`src/rtl/wt_cache_pkg.sv`:
```
// Write-through dcache shared parameters.
// Read-port arbitration constants and port ids.
package wt_cache_pkg;

  localparam int DCACHE_CL_IDX_WIDTH = 8;
  localparam int DCACHE_OFFSET_WIDTH = 4;
  localparam int DCACHE_TAG_WIDTH    = 20;
  localparam int DCACHE_USER_WIDTH   = 8;
  localparam int DCACHE_SET_ASSOC    = 8;
  localparam int DCACHE_XLEN         = 64;

  localparam int DCACHE_NUM_RD_PORTS    = 3;
  localparam int DCACHE_RD_STARVE_LIMIT = 15;

  localparam int RD_PORT_LD   = 0;
  localparam int RD_PORT_PTW  = 1;
  localparam int RD_PORT_WBUF = 2;

  // next round-robin start after port g
  function automatic int rr_wrap(input int g, input int n);
    return (g + 1 >= n) ? 0 : g + 1;
  endfunction

endpackage

```
`src/rtl/wt_dcache_rr_pick.sv`:
```
// Rotating-priority picker: first requester
// at or after the rr pointer, wrapping.
module wt_dcache_rr_pick #(
  parameter int NumPorts = 3,
  parameter int PtrW     = $clog2(NumPorts)
) (
  input  logic [NumPorts-1:0] req,
  input  logic [PtrW-1:0]     rr,
  output logic [NumPorts-1:0] gnt,
  output logic [PtrW-1:0]     idx,
  output logic                any
);

  // scan ports starting from rr, take the first hit
  always_comb begin
    int p;
    p   = 0;
    gnt = '0;
    idx = '0;
    any = 1'b0;
    for (int k = 0; k < NumPorts; k++) begin
      p = int'(rr) + k;
      if (p >= NumPorts) p = p - NumPorts;
      if (!any && req[p]) begin
        any    = 1'b1;
        idx    = PtrW'(p);
        gnt[p] = 1'b1;
      end
    end
  end

endmodule

```
`src/rtl/wt_dcache_rd_arb.sv`:
```
// Dcache read-port arbiter: round-robin grant,
// late tag forwarding, write-starvation bound.
module wt_dcache_rd_arb
  import wt_cache_pkg::*;
#(
  parameter int NumPorts    = DCACHE_NUM_RD_PORTS,
  parameter int IdxWidth    = DCACHE_CL_IDX_WIDTH,
  parameter int OffWidth    = DCACHE_OFFSET_WIDTH,
  parameter int TagWidth    = DCACHE_TAG_WIDTH,
  parameter int DataWidth   = DCACHE_XLEN,
  parameter int UserWidth   = DCACHE_USER_WIDTH,
  parameter int SetAssoc    = DCACHE_SET_ASSOC,
  parameter int StarveLimit = DCACHE_RD_STARVE_LIMIT
) (
  input  logic                         clk_i,
  input  logic                         rst_i,
  input  logic [NumPorts-1:0]          rd_req_i,
  input  logic [NumPorts-1:0]          rd_tag_only_i,
  input  logic [NumPorts*IdxWidth-1:0] rd_idx_i,
  input  logic [NumPorts*OffWidth-1:0] rd_off_i,
  input  logic [NumPorts*TagWidth-1:0] rd_tag_i,
  output logic [NumPorts-1:0]          rd_ack_o,
  output logic [NumPorts-1:0]          rd_rvalid_o,
  output logic [DataWidth-1:0]         rd_data_o,
  output logic [UserWidth-1:0]         rd_user_o,
  output logic [SetAssoc-1:0]          rd_vld_bits_o,
  output logic [SetAssoc-1:0]          rd_hit_oh_o,
  input  logic                         wr_busy_i,
  output logic                         wr_stall_o,
  output logic                         mem_req_o,
  output logic                         mem_tag_only_o,
  output logic [IdxWidth-1:0]          mem_idx_o,
  output logic [OffWidth-1:0]          mem_off_o,
  output logic [TagWidth-1:0]          mem_tag_o,
  input  logic [DataWidth-1:0]         mem_data_i,
  input  logic [UserWidth-1:0]         mem_user_i,
  input  logic [SetAssoc-1:0]          mem_vld_bits_i,
  input  logic [SetAssoc-1:0]          mem_hit_oh_i
);

  localparam int PtrW = $clog2(NumPorts);
  localparam int CntW = $clog2(StarveLimit + 1);

  logic [PtrW-1:0]     rr_q;
  logic [PtrW-1:0]     sel_q;
  logic                vld_q;
  logic [CntW-1:0]     starve_q;
  logic [PtrW-1:0]     win;
  logic [NumPorts-1:0] win_oh;
  logic                win_any;
  logic                any_req;
  logic                blocked;
  logic                gnt;

  wt_dcache_rr_pick #(
    .NumPorts(NumPorts),
    .PtrW    (PtrW)
  ) u_pick (
    .req(rd_req_i),
    .rr (rr_q),
    .gnt(win_oh),
    .idx(win),
    .any(win_any)
  );

  assign any_req    = |rd_req_i;
  assign wr_stall_o = any_req &
                      (starve_q == CntW'(StarveLimit));
  assign blocked    = wr_busy_i & ~wr_stall_o;
  assign gnt        = win_any & ~blocked;

  assign rd_ack_o       = gnt ? win_oh : '0;
  assign mem_req_o      = gnt;
  assign mem_tag_only_o = gnt & rd_tag_only_i[win];
  assign mem_idx_o      = gnt ?
    rd_idx_i[win*IdxWidth +: IdxWidth] : '0;
  assign mem_off_o      = gnt ?
    rd_off_i[win*OffWidth +: OffWidth] : '0;

  assign mem_tag_o   = vld_q ?
    rd_tag_i[sel_q*TagWidth +: TagWidth] : '0;
  assign rd_rvalid_o = vld_q ?
    (NumPorts'(1) << sel_q) : '0;

  assign rd_data_o     = mem_data_i;
  assign rd_user_o     = mem_user_i;
  assign rd_vld_bits_o = mem_vld_bits_i;
  assign rd_hit_oh_o   = mem_hit_oh_i;

  // remember the owner of the response and advance rr
  always_ff @(posedge clk_i or posedge rst_i) begin
    if (rst_i) begin
      rr_q  <= '0;
      sel_q <= '0;
      vld_q <= 1'b0;
    end else begin
      vld_q <= gnt;
      if (gnt) begin
        sel_q <= win;
        rr_q  <= PtrW'(rr_wrap(int'(win), NumPorts));
      end
    end
  end

  // count write-blocked cycles with a read pending
  always_ff @(posedge clk_i or posedge rst_i) begin
    if (rst_i) begin
      starve_q <= '0;
    end else if (gnt || !any_req) begin
      starve_q <= '0;
    end else if (wr_busy_i &&
                 starve_q != CntW'(StarveLimit)) begin
      starve_q <= starve_q + CntW'(1);
    end
  end

endmodule

```
`config.mk`:
```
export PLATFORM = sky130hd
export DESIGN_NAME = wt_dcache_rd_arb
export DESIGN_NICKNAME = d
export VERILOG_FILES = /design/src/rtl/wt_cache_pkg.sv /design/src/rtl/wt_dcache_rr_pick.sv /design/src/rtl/wt_dcache_rd_arb.sv
export SDC_FILE = /design/constraint.sdc
export NUM_CORES = 1
export LEC_CHECK = 0
export CAP_MARGIN = 20
export CORE_AREA = 5 5 120 122
export CTS_CLUSTER_DIAMETER = 80
export DETAILED_ROUTE_END_ITERATION = 12
export DIE_AREA = 0 0 125 127
export DONT_BUFFER_PORTS = 1
export PLACE_DENSITY_LB_ADDON = 0.2
export SLEW_MARGIN = 40
export SYNTH_ARGS = -nofsm -noshare
export SYNTH_HDL_FRONTEND = slang
export SYNTH_HIERARCHICAL = 1
export SYNTH_SLANG_ARGS = --single-unit
```
`constraint.sdc`:
```
create_clock -name clk_i -period 6.6 [get_ports clk_i]
set_clock_uncertainty 0.05 [all_clocks]
set_input_delay 1.32 -clock clk_i [delete_from_list [all_inputs] [get_ports clk_i]]
set_output_delay 1.32 -clock clk_i [all_outputs]
set_load 0.02 [all_outputs]
```
==> summary.txt <==
GRT
  – Initial antenna violation count: 0
  – Largest net degree at the start of global routing: 25
  – Vias in the first global route: 1910
  – Total congestion overflow: 0
  – Total GRT Usage: 0.0767
  – First-pass GRT wire length: 10.0 mm

Power
  – VDD IR-drop max: 0.152 mV
  – Leak pwr: 0.000759 µW
  – Power Density: 429 nW/µm²
  – Final Power: 896 µW

CTS
  – Num CTS Buffers: 3
  – Clock Path Buffers: 2
  – Post-CTS sizing: 0
  – Hold Buf Count CTS: 0
  – CTS H-Tree Depth: 1
  – CTS tree: yes
  – Setup bufs post-CTS: 0
  – Clock insertion delay at the later pin of the skew report: 0.23 ns
  – Clock-pin slew on the worst setup and hold paths: 0.04 ns
  – CTS Sinks: 9
  – Root buf cell: clkbuf_16

Yosys
  – Sequential element share of the synthesized area: 0.0891
  – Post-synth EDFFs: 0
  – Register bit total from synthesis: 9
  – Compound-gate portion of the synthesized area: 0.161
  – Adder-cell area share of the yosys netlist: 0.0247
  – Share of flip-flops with an asynchronous set or reset: 1.00
  – Ys flop type: dfrtp_1
  – Post-Syn Instances: 336
  – Mean Syn Cell Area: 7.53 µm²
  – Number of library cell types mapped by synthesis: 48
  – Largest family of logic cells by synthesized area: buffers and inverters
  – Simple-Gate Fraction of Synth Area: 0.224
  – Synth warn: 6
  – Synth Cell Area: 2530 µm²
  – Mux cell area share after synthesis: 0.173
  – Synth Area in XOR/XNOR: 0.00346
  – Post-Syn Nets: 534

Placement
  – Number of placed cells counting well taps: 410
  – Detail Placement HPWL: 5.47 mm
  – Placed inst area: 2010 µm²
  – PortBufs: 0
  – GP Congestion: 0.743

Layout
  – Layout cell share with drive strength beyond 1: 0.151
  – Area of the multi-input gates: 1500 µm²
  – Fillers: 1469
  – Register area: 225 µm²
  – Area grow syn2layout: -17.4%
  – Final Instance Area: 2090 µm²
  – Final non-filler cell total: 415
  – NumNets Final: 437

Critical path
  – Max FO, Critical Path: 17
  – WP data arrival: 3.07 ns
  – CP max-delay cell: nor2b_2
  – Worst path bufs/invs: 1
  – Crit path to: mem_idx_o[6]
  – R2R Path End: rr_q[0]
  – CP Launch Point: rd_req_i[2]
  – Crit path largest cell delay: 0.47 ns
  – CP top delay family: simple AND/OR/NAND/NOR gates
  – Crit start category: input pin
  – Worst Reg2Reg Path Length in Cells: 8
  – CP Class: input pin to output pin
  – Worst path required time: 5.23 ns
  – Crit end category: output pin
  – Flop2flop setup slack: 3.75 ns
  – Critical path cell sequence: nand2b_1 -> mux2i_4 -> mux2i_1 -> nor2_1 -> buf_4 -> nor2b_2 -> nand2_1 -> a21oi_1
  – Stages on the worst setup path: 8
  – Worst reg2reg startpoint: rr_q[1]

Timing
  – F_max: 225 MHz
  – # setup viols final: 0
  – Setup_tns: 0 ns
  – RSZ-0062 raised after global routing: false
  – Worst Tran Pin Value: 0.747 ns
  – Pins Over Slew Limit: 0
  – Max-slew headroom: 0.498
  – Final min period: 4.44 ns
  – Final-report hold violation count: 0
  – Period utilisation layout: 0.672

Worst hold path
  – Min-Delay Startpoint: rr_q[0]
  – Hold depth: 1
  – Worst Hold Class: flip-flop to flip-flop

Drt
  – Routed WL: 6.73 mm
  – Via count: 1780
  – Drt via density: 4.29
  – # DRC: 0
  – DR iter-0 viols: 35
  – Number of nets still failing antenna checks after routing: 0
  – First-pass DRT Iterations: 4
  – Post-DR wirelength/cell: 16.2 µm

Floorplan
  – Initial Util: 0.193
  – Num rows: 42
  – Chip Height: 127 µm
  – Core Area: 13100 µm²
  – Die width: 125 µm
  – Die area: 15900 µm²
  – I/O Pins: 322

Run
  – Max-cap violation count: 0

Outcome
  – Status: finished, final reports clean
## through the flow
step / utilization / setup WS, ns / hold WS, ns
global placement: 0.152 / 1.92 / 0.523
global route: 0.159 / 1.92 / 0.564
detailed placement: 0.153 / 1.89 / 0.528
finish: 0.160 / 2.16 / 0.537
floorplan: - / 2.38 / 0.484
CTS: 0.159 / 1.88 / 0.538
## sequential cells by signal, summed over array words and instances (netlist names)
signal	flops
rr_q	2
starve_q	4
vld_q	1
sel_q	2
## cell usage in the layout, fill, tap and decap left out, types with 2 or more instances in the layout
| master | n |
|---|---|
| or2_2 | 17 |
| and3_1 | 3 |
| a21oi_1 | 23 |
| dfrtp_1 | 9 |
| or2_0 | 16 |
| nor2b_1 | 6 |
| nand2_1 | 37 |
| nand2b_1 | 3 |
| mux2_4 | 2 |
| mux2i_4 | 2 |
| ha_1 | 5 |
| a21boi_0 | 19 |
| nand3_1 | 4 |
| mux2_2 | 2 |
| o211ai_1 | 4 |
| nor2_1 | 8 |
| clkbuf_16 | 3 |
| inv_1 | 9 |
| mux2i_1 | 34 |
| buf_4 | 4 |
## power by group
| part | switching (µW) | internal, µW | total (µW) |
|---|---|---|---|
| clock network | 25.4 | 80.7 | 106 |
| registers | 37.0 | 71.1 | 108 |
| logic | 414 | 268 | 681 |
| total | 476 | 420 | 896 |
## cells in the mapped netlist (5+ instances only)
library cell	number	area, µm²
nor2b_1	7	43.8
a21oi_1	24	120
a21boi_0	19	143
inv_1	9	33.8
or2_0	16	100
mux2i_1	34	340
clkbuf_1	5	18.8
dfrtp_1	9	225
buf_4	92	691
nand2_1	37	139
ha_1	5	62.6
nor2_1	8	30.0
or2_2	17	106
## area by class of cell
cell class | instances | share of cell area
multi-input cells | 212 | 0.717
repair buffers | 4 | 0.0144
diodes | 1 | 0.00120
flip-flops and latches | 9 | 0.108
inverters | 9 | 0.0162
well taps | 176 | 0.105
clock buffers | 4 | 0.0377
## cells by family after synthesis
family / count (synthesis)
fa+ha+maj: 5
xor+xnor: 1
simple gates: 106
flops: 9
buf+inv: 115
compound gates: 60
mux: 40
## metal layers
metal  GRT usage  wire (µm)  part of all wire
met1      0.0761       2470              0.37
met2       0.133       3230              0.48
met3      0.0346        735              0.11
met4      0.0440        298             0.044
met5           0          0                 0
## how the worst min path moves through the flow
stage	end	slack, ns
floorplan	rr_q[1]	0.48
global placement	rr_q[0]	0.52
detailed placement	rr_q[0]	0.53
CTS	rr_q[0]	0.54
global route	rr_q[1]	0.56
finish	rr_q[0]	0.54
Power figures use the tool's default switching activity.
